**src/rtl/fifo_rd_sched.sv**
```systemverilog
// fifo_rd_sched: round-robin burst scheduler sharing one async-FIFO read port among consumers
module fifo_rd_sched #(
  parameter int NUM_REQ   = 4,
  parameter int BURST_LEN = 4,
  parameter int EMPTY_TMO = 8,
  parameter int DATASIZE  = 8
) (
  input  logic                i_rclk,
  input  logic                i_rrst,
  input  logic [NUM_REQ-1:0]  i_req,
  output logic [NUM_REQ-1:0]  o_gnt,
  input  logic                i_fifo_empty,
  output logic                o_fifo_rden,
  input  logic [DATASIZE-1:0] i_fifo_data,
  output logic [DATASIZE-1:0] o_data,
  output logic [NUM_REQ-1:0]  o_valid,
  output logic                o_busy
);
  localparam int PW = NUM_REQ > 1 ? $clog2(NUM_REQ) : 1;
  localparam int BW = $clog2(BURST_LEN + 1);
  localparam int TW = $clog2(EMPTY_TMO + 1);
  typedef enum logic {IDLE, BURST} state_t;
  state_t        state;
  logic [PW-1:0] ptr, win, rd_idx;
  logic [BW-1:0] beat;
  logic [TW-1:0] tmo;
  logic          rd_q, last_beat, tmo_hit, stall;
  function automatic logic [PW-1:0] rr_pick(input logic [NUM_REQ-1:0] req, input logic [PW-1:0] p);
    logic [PW-1:0] k;
    rr_pick = p;
    for (int i = NUM_REQ; i >= 1; i--) begin
      k = PW'((int'(p) + i) % NUM_REQ);
      if (req[k]) rr_pick = k;
    end
  endfunction
  function automatic logic [NUM_REQ-1:0] onehot(input logic [PW-1:0] k);
    onehot = '0;
    onehot[k] = 1'b1;
  endfunction
  assign win         = rr_pick(i_req, ptr);
  assign o_fifo_rden = state == BURST && i_req[ptr] && !i_fifo_empty;
  assign stall       = state == BURST && i_req[ptr] && i_fifo_empty;
  assign last_beat   = o_fifo_rden && beat == BW'(BURST_LEN - 1);
  assign tmo_hit     = stall && tmo == TW'(EMPTY_TMO - 1);
  assign o_busy      = state == BURST;
  // Arbitration/burst FSM plus the return path; the reader index is registered with each read so a word routes correctly after the grant drops
  always_ff @(posedge i_rclk or negedge i_rrst) begin
    if (!i_rrst) begin
      state   <= IDLE;
      ptr     <= PW'(NUM_REQ - 1);
      o_gnt   <= '0;
      beat    <= '0;
      tmo     <= '0;
      rd_q    <= 1'b0;
      rd_idx  <= '0;
      o_valid <= '0;
      o_data  <= '0;
    end else begin
      rd_q    <= o_fifo_rden;
      rd_idx  <= ptr;
      o_valid <= rd_q ? onehot(rd_idx) : '0;
      if (rd_q) o_data <= i_fifo_data;
      if (state == IDLE) begin
        if (|i_req) begin
          state <= BURST;
          ptr   <= win;
          o_gnt <= onehot(win);
          beat  <= '0;
          tmo   <= '0;
        end
      end else begin
        if (o_fifo_rden) begin
          beat <= beat == BW'(BURST_LEN) ? beat : beat + 1'b1;
          tmo  <= '0;
        end else if (stall && tmo != TW'(EMPTY_TMO)) begin
          tmo <= tmo + 1'b1;
        end
        if (last_beat || !i_req[ptr] || tmo_hit) begin
          state <= IDLE;
          o_gnt <= '0;
        end
      end
    end
  end
endmodule

```
**config.mk**
```make
export PLATFORM = sky130hd
export DESIGN_NAME = fifo_rd_sched
export DESIGN_NICKNAME = d
export VERILOG_FILES = /design/src/rtl/fifo_rd_sched.sv
export SDC_FILE = /design/constraint.sdc
export NUM_CORES = 1
export LEC_CHECK = 0
export CAP_MARGIN = 25
export CORE_MARGIN = 1.5
export CORE_UTILIZATION = 37
export CTS_CLUSTER_SIZE = 14
export DETAILED_ROUTE_END_ITERATION = 8
export PLACE_DENSITY = 0.68
export SLEW_MARGIN = 20
export SYNTH_ARGS = -nofsm -noshare
export SYNTH_HDL_FRONTEND = slang
export SYNTH_SLANG_ARGS = --single-unit
```
**constraint.sdc**
```tcl
create_clock -name i_rclk -period 5.19 [get_ports i_rclk]
set_clock_uncertainty 0.2 [all_clocks]
set_input_delay 1.038 -clock i_rclk [delete_from_list [all_inputs] [get_ports i_rclk]]
set_output_delay 1.038 -clock i_rclk [all_outputs]
set_load 0.01 [all_outputs]
```
==> metrics <==
status=complete, no violations; global-route wire length before repair=4491 µm; f_max=0.2411 GHz; Slowest Stage Delay on Critical Path=0.60 ns; CP bufs+invs=2; layout cells sized above 1=0.1538; type of origin of the critical path=primary input; Routed wire per std cell=12.91 µm; Setup CP Type=primary input to output pin; Core ar.=3442 µm²; number of global-route vias before repair=1014; setup ws final=1.042 ns; first drt pass iteration count=4; count leader, synth=dfrtp_1; syn nets=139; DRT iter0 DRCs=32; Worst Max-Slew Pin Slew=0.7137 ns; post-CTS setup buffers=0; Post-Place Setup Slack=1.038 ns; Nets=175; crit path time final=4.148 ns; Slew HR=0.5210; Crit. End Element=output pin; register area share after synthesis=0.5325; share of the synthesized area in the top cell type=0.4941; via density per instance=5.040; H-tree levels=2; Worst Path Max Fanout=8; async set-reset flop share out of synthesis=1.000; Clock transition at path regs=0.06 ns; unrepaired setup endpoints after global routing=no; CTS tree=yes; clock sinks=29; Die H=63.80 µm; Pleak=0.0008026 µW; DR vias=1018; Setup TNS Final=0 ns; antenna cells=0; Synth Flop Type=dfrtp_1; CTS resizes=0; Final Hold Violating Endpoints=0; Starting Density=0.3973; port bufs=32; detailed placement HPWL=1940 µm; Die X=63.80 µm; initial antenna violation count=0; CP Data Arrival Time=2.91 ns; Yosys cell types=39; Clock Tree Buf Depth=2; synth warn=0; most frequent CP cell=clkdlybuf4s50_1; Num CTS Buffers=5; worst skew pair latency=0.26 ns; Clock Tree Root=clkbuf_8; die area=4070 µm²; Ports=33; max-slew violations=0; number of flops mapped to enable cells by yosys=0; fin crit share=0.7992; largest net degree at the start of global routing=30; Hold-fix buffers, CTS=0; final wirelength=2608 µm; Largest delay share family, worst path=buffers and inverters; Synth Cell Area=1368 µm²; DRC=0; Critical Path RT=3.95 ns; Yosys top cell by area=dfrtp_1; IR drop worst, VDD=0.0002502 V; synth top area cells=dfrtp_1 49%, mux2_2 6.6%, ha_1 4.6%; synthesis-to-layout area growth=32.85%; setup violators final=0; Antenna Nets Post-Route=0; Mean Syn Cell Area=11.49 µm²; Max-Cap Viols=0; Total GRT Usage=0.1405; Synth Register Bits=29; pwr/cell area=513.2 nW/µm²; Overflow after GRT=0; crit-path cells=clkdlybuf4s50_1 -> mux4_2 -> nor3b_4 -> clkdlybuf4s50_1; Post-synth top cells=27 x dfrtp_1, 12 x nand2_1, 9 x inv_1, 8 x mux2_2, 7 x nor2_1; Hold Path Class=flip-flop to flip-flop; cell count after synthesis=119; Rows=21; GPL Wtd Cong=0.7903; Crit-path slowest cell=clkdlybuf4s50_1
==> registers in the layout (all words and copies together), names as in the netlist <==
register,flops
o_busy,1
o_gnt,4
beat,3
tmo,4
o_valid,4
o_data,8
ptr,2
rd_q,1
rd_idx,2
==> metal layers <==
metal	up-vias	track usage	wire [µm]
met4	0	0.04891	27
met3	2	0.03521	85
met2	23	0.2422	1354
met1	505	0.1699	1140
met5	-	0	0
li1	488	-	-
==> power by group <==
group	leakage (µW)	total [µW]	switching, µW	internal (µW)
registers	0.000368	386	72.3	314
logic	0.000390	377	168	209
clock network	0.0000450	169	76.9	92.6
==> logic make-up (layout without fill, tap and decap cells) <==
logic type                 Yosys count  count (layout)  share of synthesized area
and+or+nand+nor                     42              42                     0.1747
buffers and inverters               13              50                    0.03842
xor gates and xnor gates             1               1                   0.006406
muxes                               12              12                     0.1080
AOI/OAI and AO/OA                   17              17                    0.09425
DFF                                 29              29                     0.5325
adders and majority gates            5               5                    0.04575
==> placed cells by master, fill, tap and decap left out, types with 2 or more instances in the layout <==
master           instances
a21oi_1                  2
nor3b_1                  2
nor3_1                   5
nand2_1                 12
clkinv_2                 2
mux2_2                   8
ha_1                     5
dfrtp_1                 27
and3_1                   2
a31oi_1                  3
nand2b_1                 2
inv_1                    9
clkdlybuf4s50_1         32
or2b_1                   2
mux2i_1                  2
o21ai_0                  2
a32o_1                   2
nand4_1                  2
clkbuf_8                 5
nor2_1                   7
and3b_1                  2
dfstp_2                  2
==> final cells by class <==
type / count / area, µm²
multi-input combinational: 77 / 586.8
clock inverter: 2 / 10.01
clock buffer: 6 / 72.57
sequential: 29 / 728.2
tap: 46 / 57.56
timing repair buffer: 33 / 327.8
fill: 299 / 1625
inverter: 9 / 33.78
==> stage by stage <==
step / instance area, µm² / power [µW] / std cells / util / hold WS [ns]
after global routing: 1817 / 999.6 / 202 / 0.5278 / 0.2602
after CTS: 1817 / 940.4 / 202 / 0.5278 / 0.2478
after detailed placement: 1734 / 768.6 / 194 / 0.5038 / 0.2387
after global placement: 1734 / 757.4 / 194 / 0.5038 / 0.2354
final: 1817 / 932.3 / 202 / 0.5278 / 0.2506
after floorplan: 1368 / 600.2 / 119 / - / 0.1863
==> final timing paths <==
path | endpoint | depth (start not counted) | startpoint | slack, ns
setup / recovery | o_fifo_rden | 4 | i_req[3] | 1.04
setup reg to reg | o_gnt[0] | 4 | ptr[0] | 2.98
hold / removal | rd_idx[0] | 0 | ptr[0] | 0.25
min in group asynchronous | rd_idx[1] | 2 | i_rrst | 0.96
max in group asynchronous | ptr[1] | 2 | i_rrst | 3.54
hold reg to reg | rd_idx[0] | 0 | ptr[0] | 0.25
(Power assumes the default switching activity.)
